## src/rtl/decode_sequencer.sv

```systemverilog
// Splits 64-bit fetch words into two 32-bit instructions for the decoder, halting on a zero instruction.
// Optional retired-instruction counter enabled by `define DECODE_SEQ_INSTR_COUNT_EN.
module decode_sequencer #(
    parameter int BUS_DATA_WIDTH = 64,
    parameter int ADDR_WIDTH     = 64
) (
    input  logic                        clk,
    input  logic                        reset_n,
    input  logic                        in_valid,
    output logic                        in_ready,
    input  logic [BUS_DATA_WIDTH-1:0]   in_word,
    input  logic [ADDR_WIDTH-1:0]       in_pc,
    input  logic                        flush,
    output logic                        out_valid,
    input  logic                        out_ready,
    output logic [BUS_DATA_WIDTH/2-1:0] out_instr,
    output logic [ADDR_WIDTH-1:0]       out_pc,
    output logic                        halted,
    output logic [31:0]                 instr_count
);

    localparam int IW = BUS_DATA_WIDTH / 2;

    typedef enum logic [1:0] {S_IDLE, S_LOW, S_HIGH, S_HALT} state_t;

    state_t                      r_state, w_next;
    logic [BUS_DATA_WIDTH-1:0]   r_buf;
    logic [ADDR_WIDTH-1:0]       r_buf_pc;
    logic [IW-1:0]               w_instr;
    logic                        w_zero;
    logic                        w_load;

    always_ff @(posedge clk or negedge reset_n) begin
        if (!reset_n) begin
            r_state  <= S_IDLE;
            r_buf    <= '0;
            r_buf_pc <= '0;
        end else begin
            r_state <= w_next;
            if (w_load) begin
                r_buf    <= in_word;
                r_buf_pc <= in_pc;
            end
        end
    end

    always_comb begin
        w_instr   = (r_state == S_HIGH) ? r_buf[BUS_DATA_WIDTH-1:IW] : r_buf[IW-1:0];
        w_zero    = (w_instr == '0);
        w_next    = r_state;
        in_ready  = 1'b0;
        out_valid = 1'b0;
        w_load    = 1'b0;
        case (r_state)
            S_IDLE: begin
                in_ready = 1'b1;
                if (in_valid) begin
                    w_load = 1'b1;
                    w_next = in_pc[2] ? S_HIGH : S_LOW;
                end
            end
            S_LOW: begin
                if (w_zero) begin
                    w_next = S_HALT;
                end else begin
                    out_valid = 1'b1;
                    if (out_ready) w_next = S_HIGH;
                end
            end
            S_HIGH: begin
                if (w_zero) begin
                    w_next = S_HALT;
                end else begin
                    out_valid = 1'b1;
                    // Refill while the upper half drains so consecutive words stream without a bubble.
                    in_ready  = out_ready;
                    if (out_ready) begin
                        if (in_valid) begin
                            w_load = 1'b1;
                            w_next = in_pc[2] ? S_HIGH : S_LOW;
                        end else begin
                            w_next = S_IDLE;
                        end
                    end
                end
            end
            default: w_next = S_HALT;
        endcase
        if (flush) begin
            w_next    = S_IDLE;
            in_ready  = 1'b0;
            out_valid = 1'b0;
            w_load    = 1'b0;
        end
    end

    assign out_instr = w_instr;
    assign out_pc    = (r_state == S_HIGH) ? {r_buf_pc[ADDR_WIDTH-1:3], 3'b100} : r_buf_pc;
    assign halted    = (r_state == S_HALT);

`ifdef DECODE_SEQ_INSTR_COUNT_EN
    logic [31:0] r_count;

    always_ff @(posedge clk or negedge reset_n) begin
        if (!reset_n) begin
            r_count <= '0;
        end else if (flush) begin
            r_count <= '0;
        end else if (out_valid && out_ready) begin
            r_count <= r_count + 32'd1;
        end
    end

    assign instr_count = r_count;
`else
    assign instr_count = '0;
`endif

endmodule

```

## config.mk

```make
export PLATFORM = sky130hd
export DESIGN_NAME = decode_sequencer
export DESIGN_NICKNAME = d
export VERILOG_FILES = /design/src/rtl/decode_sequencer.sv
export SDC_FILE = /design/constraint.sdc
export NUM_CORES = 1
export LEC_CHECK = 0
export CELL_PAD_IN_SITES_DETAIL_PLACEMENT = 2
export CELL_PAD_IN_SITES_GLOBAL_PLACEMENT = 2
export CORE_MARGIN = 2
export CORE_UTILIZATION = 31
export DETAILED_ROUTE_END_ITERATION = 12
export GPL_TIMING_DRIVEN = 0
export PLACE_DENSITY_LB_ADDON = 0.1
export SLEW_MARGIN = 20
export SYNTH_ARGS = -nofsm -noshare
export SYNTH_HDL_FRONTEND = slang
export SYNTH_SLANG_ARGS = --single-unit
```

## constraint.sdc

```tcl
create_clock -name clk -period 8 [get_ports clk]
set_input_delay 1.6 -clock clk [delete_from_list [all_inputs] [get_ports clk]]
set_output_delay 1.6 -clock clk [all_outputs]
set_load 0.01 [all_outputs]
```

# Word-level counts from Yosys, hierarchy flattened
# Index checks and enable logic that the tools add are counted.
# Widths: inputs -> output; s select.
[op_classes]
n_eq_ne = 6
n_mux = 22
reduce_logical = 4
[op_table]
columns = ["operator", "count"]
rows = [
  ["$logic_not 32->1", 1],
  ["$mux 32", 1],
  ["$mux 2", 8],
  ["$mux 1", 9],
  ["$ne 4x4->1 const B", 2],
  ["$pmux 2 s3", 1],
  ["$eq 2x2->1 const B", 2],
  ["$pmux 1 s2", 2],
  ["$mux 3", 1],
  ["$ne 3x3->1 const B", 1],
  ["$reduce_and 3->1", 1],
  ["$eq 2x1->1 const B", 1],
  ["$logic_not 2->1", 1],
  ["$reduce_or 2->1", 1],
]
[totals]
register_bits = 130
output_inout_bits = 131

# Logic depth before layout (Yosys ltp)
# Gate-level depths: netlist of run 1.
[logic_depth]
ltp_word = 6
depth_mapped = 10
ltp_nobuf = 7

# Least setup slack after synthesis of run 1
# Ideal clock, no wire load.
[synth_path]
path_type = "input to output"
from = "input port out_ready"
to = "output port in_ready"
arrival_ps = 2050
required_ps = 6400
setup_slack_ps = 4350
cell_stages = 3
cell_sequence = "nand2_1 -> a41oi_1 -> o21ba_2"
[synth_via]
elab_chain_cells = 3
[synth_rtl]
columns = ["element", "line_no", "text"]
rows = [
  ["start: declaration", "15", "input logic out_ready,"],
  ["$mux 1", "71", "if (w_zero) begin"],
  ["$pmux 1 s2", "54", "case (r_state)"],
  ["$mux 1", "89", "if (flush) begin"],
  ["end: declaration", "10", "output logic in_ready,"],
]
# Every way passes these cells.

# Worst setup path after layout of run 1
[layout_path]
from = "register r_state[0]"
to = "output port out_valid"
[layout_via]
elab_chain_cells = 6
word_cells_on_any_way = 8
cone_classes = "2 x eq/ne; 4 x mux; 2 x reduce/logical"
[layout_rtl]
columns = ["element", "line_no", "text"]
rows = [
  ["start: declaration", "26", "state_t r_state, w_next;"],
  ["start signal: assignment", "39", "r_state <= w_next;"],
  ["$eq 2x2->1", "48, 54", ""],
  ["$mux 32", "48", "w_instr = (r_state == S_HIGH) ? r_buf[BUS_DATA_WIDTH-1:IW] : r_buf[IW-1:0];"],
  ["$logic_not 32->1", "49", "w_zero = (w_instr == '0);"],
  ["$mux 1", "63, 71", ""],
  ["$mux 1 (*)", "--", ""],
  ["$mux 1 (*)", "89", ""],
  ["end: declaration", "14", "output logic out_valid,"],
]
# Every way passes the cells marked *; elsewhere a longest branch is shown, timed or not.

==> flow_metrics.py, run 1 <==
metrics = {
    "timing": {
        "slew_headroom": 0.507,
        "period_share": 0.622,
        "setup_tns_ns": 0,
        "max_freq_mhz": 201,
        "finalMaxSlewViolations": 0,
        "setup_viol": 0,
        "tightest_slew_ns": 0.739,
        "rsz0062_at_grt": "no",
        "period_needed_ns": 4.97,
        "hold_viol_final": 0,
        "fin_skew_ns": 0.0169,
    },
    "route": {
        "drt-initial-drc-count": 99,
        "routedLengthMet1_um": 8990,
        "dr_total_vias": 4555,
        "route.detailed.wl_per_inst_um": 19.4,
        "wl_met3_um": 1010,
        "drtPass1Iterations": 4,
        "met2_length_um": 9950,
        "detail-route-antenna-nets": 0,
        "maxUsedRoutingLayer": "met4",
        "vias_per_cell": 4.39,
        "drcViolationCount": 0,
        "totalWireLength_um": 20200,
    },
    "grt": {
        "grt_overflow": 0,
        "grt_pass1_wl_um": 31900,
        "grtUsageTotal": 0.178,
        "antenna_found_initial": 0,
        "grt_max_degree": 72,
        "grt_pass1_vias": 5236,
    },
    "clock_network": {
        "numClockSinks": 130,
        "ctsHtreeMaxLevel": 4,
        "cts_setup_buffers": 0,
        "cts_tree": "built",
        "numCtsBuffers": 17,
        "clk_latency_ns": 0.42,
        "holdBufCountCts": 0,
        "ctsResizeCount": 0,
        "root_buffer": "clkbuf_16",
        "clock_path_buffers": 2,
        "path_clk_slew_ns": 0.06,
    },
    "floorplan": {
        "io_pins": 264,
        "die_h_um": 152,
        "core_um2": 21800,
        "rows": 54,
        "die_w_um": 152,
        "die-area_um2": 23200,
        "start_util": 0.314,
    },
    "logic_synthesis": {
        "syn-cell-area_um2": 6830,
        "ys_seq_elements": 130,
        "synth_seq_area_share": 0.476,
        "ys_top_cells_by_area": "dfrtp_1 (48%), mux2_4 (22%), buf_4 (10%)",
        "synthCells": 463,
        "ys.flop_type": "dfrtp_1",
        "synth_top_area_frac": 0.476,
        "yosysMostFrequentCell": "dfrtp_1",
        "synth-edff-count": 0,
        "synth_area_leader_cell": "dfrtp_1",
        "yosysUniqueCellTypes": 38,
        "async_reset_ff_frac": 1.00,
        "syn_area_per_cell_um2": 14.8,
        "synth_commonest_cells": "dfrtp_1 (130), mux2_4 (100), buf_4 (93)",
        "yosysWarnings": 0,
    },
    "setup_path": {
        "cp.depth": 10,
        "reg2reg_from": "r_state[0]",
        "cp.required_ns": 6.40,
        "worstSetupPathType": "reg -> out",
        "cp.buffers_inverters": 4,
        "cp_slowest_cell": "clkdlybuf4s50_1",
        "critPathMaxFanout": 10,
        "r2r_end": "r_buf[21]",
        "cp-end-kind": "output port",
        "cp-startpoint": "r_state[0]",
        "worstSetupStartpointType": "flip-flop",
        "worstPathCellList": "inv_1 > ha_1 > buf_6 > clkbuf_1 > nor4_1 > nand4_1 > a2bb2o_1 > a21oi_1 > and2_1 > clkdlybuf4s50_1",
        "rr_worst_depth": 10,
        "r2r_slack_ns": 4.96,
        "arrival_ns": 3.37,
        "cpLargestDelayFamily": "buffers and inverters",
        "max_stage_delay_ns": 0.49,
        "critPathCapture": "out_valid",
    },
    "pwr": {
        "cellPowerDensity_nw_per_um2": 409,
        "p_leak_uw": 0.00475,
        "peakVddDrop_mv": 0.148,
    },
    "placed_design": {
        "detailed_place_hpwl_um": 15300,
        "gp_congestion": 0.766,
        "io_buffer_count": 231,
    },
    "run_status": {
        "outcome": "finished, final reports clean",
    },
    "final_layout": {
        "final_nets": 883,
        "post-route-util": 0.471,
        "drive_gt1_frac": 0.377,
        "antennaDiodeCount": 0,
        "syn_to_final_growth_pct": 50.0,
    },
    "hold_path": {
        "hold_path_class": "reg -> reg",
    },
    "flow_run": {
        "cap_violations": 0,
    },
}
==> area by class of cell <==
class | count | area (µm²)
fillers | 2147 | 11500
inverters | 2 | 7.51
repair buffers | 232 | 2340
clock buffers | 19 | 443
clock inverters | 13 | 159
multi-input cells | 250 | 2710
flip-flops and latches | 130 | 3250
plain buffers | 112 | 978
well taps | 280 | 350
==> how the worst min path moves through the flow <==
stage | to | from | depth (start not counted) | slack (ns)
6_report | r_buf[28] | r_buf[28] | 1 | 0.49
3_3_place_gp | r_buf[28] | r_buf[28] | 1 | 0.47
4_1_cts | r_buf[28] | r_buf[28] | 1 | 0.50
3_5_place_dp | r_buf[28] | r_buf[28] | 1 | 0.49
5_1_grt | r_buf_pc[27] | r_buf_pc[27] | 1 | 0.53
2_1_floorplan | r_buf[19] | r_buf[19] | 1 | 0.46
==> power by group <==
group | switching [µW] | internal [µW] | total [µW]
Sequential | 246 | 998 | 1240
Clock | 305 | 498 | 803
Combinational | 736 | 1410 | 2150
==> stage by stage <==
stage / power [µW] / std cells / setup slack, ns / hold slack (ns) / cell area [µm²]
floorplan: 2460 / 494 / 4.35 / 0.460 / 6950
global placement: 3350 / 1005 / -0.130 / 0.470 / 9610
detailed placement: 3420 / 1006 / 3.21 / 0.485 / 9640
CTS: 4260 / 1038 / 2.97 / 0.499 / 10200
global route: 4440 / 1038 / 2.75 / 0.527 / 10200
finish: 4190 / 1038 / 3.03 / 0.493 / 10200
==> metal layers <==
layer	up-vias	track usage
li1	2066	-
met1	2318	0.234
met2	157	0.293
met3	14	0.0481
met4	0	0.0432
met5	-	0
==> cell usage in the layout (no fill, tap or decap), types with 11 or more instances in the layout <==
cell type,instances
conb_1,32
dfrtp_1,130
clkbuf_16,17
mux2_2,41
buf_4,93
mux2_4,100
nor4_1,12
mux2_1,19
clkdlybuf4s50_1,230
buf_12,11
==> sequential cells by signal, indices dropped and copies added, names as in the netlist <==
| register | count |
|---|---|
| r_state | 2 |
| r_buf | 64 |
| r_buf_pc | 64 |
==> worst register-to-register path: cells and delay by family (launching register included) <==
kind	cells	cell delay [ns]
buffers and inverters	4	0.64
AOI/OAI and AO/OA	3	0.73
muxes	1	0.35
DFF	1	0.47
and+or+nand+nor	1	0.52
adders and majority gates	1	0.22
==> cell families after synthesis <==
kind of cell               share of synthesized area
DFF                                            0.476
adders and majority gates                    0.00916
and+or+nand+nor                               0.0337
muxes                                          0.319
buffers and inverters                          0.144
other                                       0.000549
AOI/OAI and AO/OA                             0.0176
No activity file was read; power rests on OpenSTA's default activity.
==> inputs of run 2 (changes only) <==
- CORE_UTILIZATION: 31 -> 29
- clock period: 8 -> 5.2 ns (I/O delays scaled with it)
==> run 2 against run 1 <==
Compared with the run above: critical endpoint unchanged; combinational power rose by 54%; die area is 6.7% higher; register-to-register slack worse by 2.8 ns.
==> flow_metrics.py, run 2 (synthesized netlist as in run 1, its figures left out) <==
metrics = {
    "final_layout": {
        "design_area_um2": 10300,
        "final_nets": 883,
        "post-route-util": 0.440,
        "layout_common_cells": "clkdlybuf4s50_1 (230), dfrtp_1 (130), mux2_4 (100), buf_4 (93), mux2_2 (41)",
        "layout.cells.most_common": "clkdlybuf4s50_1",
        "drive_gt1_frac": 0.379,
        "top_regs": "r_buf: 64 flops, r_buf_pc: 64 flops, r_state: 2 flops",
        "syn_to_final_growth_pct": 50.4,
    },
    "placed_design": {
        "detailed_place_hpwl_um": 15100,
        "gp_congestion": 0.732,
        "placed_cell_area_um2": 9690,
        "io_buffer_count": 231,
    },
    "route": {
        "dr_total_vias": 4495,
        "drt-initial-drc-count": 137,
        "totalWireLength_um": 20400,
        "detail-route-antenna-nets": 0,
        "route.detailed.wl_per_inst_um": 18.9,
        "drtPass1Iterations": 4,
        "vias_per_cell": 4.17,
        "drcViolationCount": 0,
    },
    "setup_path": {
        "cpLargestDelayFamily": "buffers and inverters",
        "worstPathCellList": "inv_1 > ha_1 > buf_6 > clkbuf_1 > nor4_1 > nand4_1 > a2bb2o_1 > a21oi_1 > and2_1 > clkdlybuf4s50_1",
        "worstSetupStartpointType": "flip-flop",
        "rr_worst_depth": 10,
        "max_stage_delay_ns": 0.48,
        "cp.depth": 10,
        "cp-end-kind": "output port",
        "cp.buffers_inverters": 4,
        "critPathMaxFanout": 10,
        "cp_slowest_cell": "clkdlybuf4s50_1",
        "arrival_ns": 3.37,
        "cp.required_ns": 4.16,
        "worstSetupPathType": "reg -> out",
    },
    "timing": {
        "whs_ns": 0.503,
        "hold_viol_final": 0,
        "setup_viol": 0,
        "period_needed_ns": 4.41,
        "period_share": 0.849,
        "fin_skew_ns": 0.0138,
        "tightest_slew_ns": 0.801,
        "finalMaxSlewViolations": 0,
        "slew_headroom": 0.466,
        "rsz0062_at_grt": "no",
        "max_freq_mhz": 227,
    },
    "grt": {
        "antenna_found_initial": 1,
        "grt_max_degree": 71,
        "grt_pass1_vias": 5197,
        "grtUsageTotal": 0.168,
        "grt_overflow": 0,
        "grt_pass1_wl_um": 31000,
    },
    "clock_network": {
        "numClockSinks": 130,
        "ctsResizeCount": 0,
        "path_clk_slew_ns": 0.06,
        "cts_setup_buffers": 0,
        "holdBufCountCts": 0,
        "cts_tree": "built",
        "numCtsBuffers": 17,
        "clock_path_buffers": 2,
        "ctsHtreeMaxLevel": 4,
        "root_buffer": "clkbuf_16",
        "clk_latency_ns": 0.42,
    },
    "floorplan": {
        "core_um2": 23300,
        "rows": 56,
        "start_util": 0.293,
        "io_pins": 264,
        "die_w_um": 157,
        "die_h_um": 157,
        "die-area_um2": 24800,
    },
    "hold_path": {
        "hold_path_class": "reg -> reg",
        "holdPathStages": 1,
    },
    "run_status": {
        "outcome": "finished, final reports clean",
    },
    "pwr": {
        "power_uw": 6410,
        "cellPowerDensity_nw_per_um2": 624,
        "p_leak_uw": 0.00473,
        "peakVddDrop_mv": 0.204,
    },
    "flow_run": {
        "cap_violations": 0,
    },
}
[run 2: cell types whose count changed in the layout (fill, tap and decap cells not counted), sizes merged]
| cell | previous run | this run |
|---|---|---|
| bufinv | 3 | 1 |
| clkinv | 6 | 3 |
| clkinvlp | 3 | 5 |
| diode | 0 | 1 |
| inv | 3 | 6 |
[run 2: metal layers]
metal | track usage | wire length (µm)
met5 | 0 | 0
met4 | 0.0398 | 134
met3 | 0.0523 | 1260
met2 | 0.285 | 10200
met1 | 0.210 | 8800
[run 2: path summary, 6_finish.rpt]
path	start	end	slack, ns
min in group asynchronous	reset_n	r_buf_pc[46]	0.55
min	r_buf_pc[2]	r_buf_pc[2]	0.50
max in group asynchronous	reset_n	r_buf[3]	3.89
min reg2reg	r_buf_pc[2]	r_buf_pc[2]	0.50
max reg2reg	r_state[0]	r_buf[33]	2.19
max	r_state[0]	out_valid	0.79
[run 2: per-stage QoR]
stage / TNS, ns / instances / setup slack [ns]
CTS: 0 / 1077 / 0.730
global route: 0 / 1077 / 0.520
floorplan: 0 / 494 / 2.24
detailed placement: 0 / 1045 / 1.18
global placement: -325.56 / 1044 / -2.51
finish: 0 / 1078 / 0.786
[run 2: cell type report]
cell class | instances | area, µm²
clock inverters | 13 | 125
well taps | 319 | 399
clock buffers | 19 | 453
inverters | 2 | 7.51
repair buffers | 232 | 2340
plain buffers | 112 | 978
multi-input cells | 250 | 2710
flip-flops and latches | 130 | 3250
diodes | 1 | 2.50
fillers | 2343 | 13100
[run 2: worst register-to-register path: stages, from the launching register on]
cell and delay, ns:
dfrtp_1 0.46, inv_1 0.10, ha_1 0.21, buf_6 0.14, or4_1 0.51, o22ai_1 0.25
a41oi_1 0.24, o21ai_2 0.26, buf_6 0.20, buf_6 0.19, mux2_1 0.35
[run 2: report_power, final]
part	internal (µW)	total [µW]	switching [µW]	leakage [µW]
clock	690	1190	497	0.000269
sequential	1530	1910	373	0.00153
combinational	2170	3320	1140	0.00293
total	4400	6410	2010	0.00473
==> inputs of run 3 (changes only) <==
- clock period: 5.2 -> 4.17 ns (I/O delays scaled with it)
==> run 3 against run 2 <==
Compared with the run above: final cell count unchanged; first-iteration DRC count shrank 0.73%; critical path type unchanged; clock power is 24% higher; critical endpoint unchanged; power up 25%; core utilization is essentially flat; largest cell class unchanged; register-to-register slack worse by 0.98 ns; worst hold slack got worse by 0.16 ns.
==> flow_metrics.py, run 3 (synthesized netlist as in run 1, its figures left out) <==
metrics = {
    "run_status": {
        "outcome": "finished, final reports clean",
    },
    "pwr": {
        "peakVddDrop_mv": 0.253,
        "cellPowerDensity_nw_per_um2": 778,
        "p_leak_uw": 0.00473,
        "power_uw": 8000,
    },
    "route": {
        "route.detailed.wl_per_inst_um": 18.9,
        "vias_per_cell": 4.18,
        "detail-route-antenna-nets": 0,
        "drcViolationCount": 0,
        "totalWireLength_um": 20400,
        "drtPass1Iterations": 4,
        "drt-initial-drc-count": 136,
        "dr_total_vias": 4503,
    },
    "timing": {
        "period_share": 0.930,
        "tightest_slew_ns": 0.604,
        "fin_skew_ns": 0.0129,
        "setup_viol": 0,
        "rsz0062_at_grt": "no",
        "hold_viol_final": 0,
        "finalMaxSlewViolations": 0,
        "period_needed_ns": 3.88,
        "slew_headroom": 0.598,
        "max_freq_mhz": 258,
    },
    "setup_path": {
        "worstSetupStartpointType": "flip-flop",
        "arrival_ns": 3.04,
        "worstSetupPathType": "reg -> out",
        "crit_top_cell": "and2_1",
        "worstPathCellList": "inv_1 > ha_1 > buf_6 > or4_1 > o22ai_1 > and2_1 > a21oi_1 > and2_1 > clkdlybuf4s50_1",
        "critPathMaxFanout": 8,
        "cp-end-kind": "output port",
        "max_stage_delay_ns": 0.51,
        "cp_slowest_cell": "or4_1",
        "cp.required_ns": 3.34,
        "rr_worst_depth": 10,
    },
    "floorplan": {
        "rows": 56,
        "start_util": 0.293,
        "die-area_um2": 24800,
        "die_h_um": 157,
        "die_w_um": 157,
        "core_um2": 23300,
        "io_pins": 264,
    },
    "grt": {
        "grt_overflow": 0,
        "grt_pass1_wl_um": 31000,
        "grt_pass1_vias": 5195,
        "grt_max_degree": 71,
        "grtUsageTotal": 0.168,
        "antenna_found_initial": 1,
    },
    "final_layout": {
        "drive_gt1_frac": 0.384,
        "final_nets": 883,
        "fillCellCount": 2342,
        "layout.cells.most_common": "clkdlybuf4s50_1",
        "syn_to_final_growth_pct": 50.5,
        "layout_common_cells": "clkdlybuf4s50_1 (230), dfrtp_1 (129), mux2_4 (100), buf_4 (93), mux2_2 (41)",
        "top_regs": "r_buf: 64 flops, r_buf_pc: 64 flops, r_state: 2 flops",
        "stdcell_count": 1078,
    },
    "hold_path": {
        "hold_path_class": "in -> async",
    },
    "clock_network": {
        "root_buffer": "clkbuf_16",
        "holdBufCountCts": 0,
        "clk_latency_ns": 0.42,
        "clock_path_buffers": 2,
        "numClockSinks": 130,
        "ctsHtreeMaxLevel": 4,
        "numCtsBuffers": 17,
        "cts_tree": "built",
        "path_clk_slew_ns": 0.06,
    },
    "placed_design": {
        "dp.cells": 1045,
        "gp_congestion": 0.732,
        "io_buffer_count": 231,
        "detailed_place_hpwl_um": 15100,
    },
    "flow_run": {
        "cap_violations": 0,
    },
}
run 3: cell counts in the layout (fill, tap and decap cells not counted):
No cell type changed its count.
run 3: power by group:
part	switching [µW]	internal, µW	total (µW)
registers	468	1910	2380
logic	1430	2710	4140
clock network	619	860	1480
total	2510	5490	8000
run 3: critical path, delay by kind of cell, from the launching register on:
family | cells | cell delay [ns]
fa+ha+maj | 1 | 0.20
flops | 1 | 0.42
buf+inv | 3 | 0.70
compound gates | 2 | 0.37
simple gates | 3 | 0.94
run 3: final cells by class:
class | count | area [µm²] | area share
timing repair buffer | 232 | 2340 | 0.228
inverter | 2 | 7.51 | 0.000730
clock buffer | 19 | 453 | 0.0440
antenna | 1 | 2.50 | 0.000243
clock inverter | 13 | 125 | 0.0122
sequential | 130 | 3250 | 0.316
multi-input combinational | 250 | 2720 | 0.264
buffer | 112 | 981 | 0.0954
tap | 319 | 399 | 0.0388
run 3: final timing paths:
path | start | end | slack [ns]
hold reg to reg | r_buf_pc[2] | r_buf_pc[2] | 0.50
setup reg to reg | r_state[0] | r_buf[33] | 1.21
hold / removal | reset_n | r_buf_pc[46] | 0.34
max in group asynchronous | reset_n | r_state[0] | 3.05
setup / recovery | r_state[0] | out_valid | 0.29
min in group clk | r_buf_pc[2] | r_buf_pc[2] | 0.50
run 3: stage by stage:
| step | hold WS [ns] | utilization | setup slack (ns) | TNS [ns] | cell area [µm²] |
|---|---|---|---|---|---|
| after floorplan | 0.460 | - | 1.42 | 0 | 6950 |
| final | 0.341 | 0.441 | 0.293 | 0 | 10300 |
| after global placement | 0.474 | 0.414 | -3.34 | -432.68 | 9660 |
| after detailed placement | 0.486 | 0.415 | 0.353 | 0 | 9690 |
| after global routing | 0.358 | 0.441 | 0.0806 | 0 | 10300 |
| after CTS | 0.348 | 0.441 | 0.0415 | 0 | 10300 |
run 3: what timing repair did:
| item | 4_1_cts | 5_1_grt |
|---|---|---|
| cloned | 0 | 0 |
| pin swaps | 1 | 0 |
| setup endpoints to repair | 8 | 12 |
| setup buffers | 0 | 0 |
| gates resized for setup | 2 | 3 |
| hold endpoints to repair | 0 | 0 |
run 3: per-layer routing:
metal	GRT usage	vias to the layer above	share of wire
li1	-	2067	-
met1	0.210	2266	0.43
met2	0.284	157	0.50
met3	0.0523	13	0.063
met4	0.0398	0	0.0098
met5	0	-	0
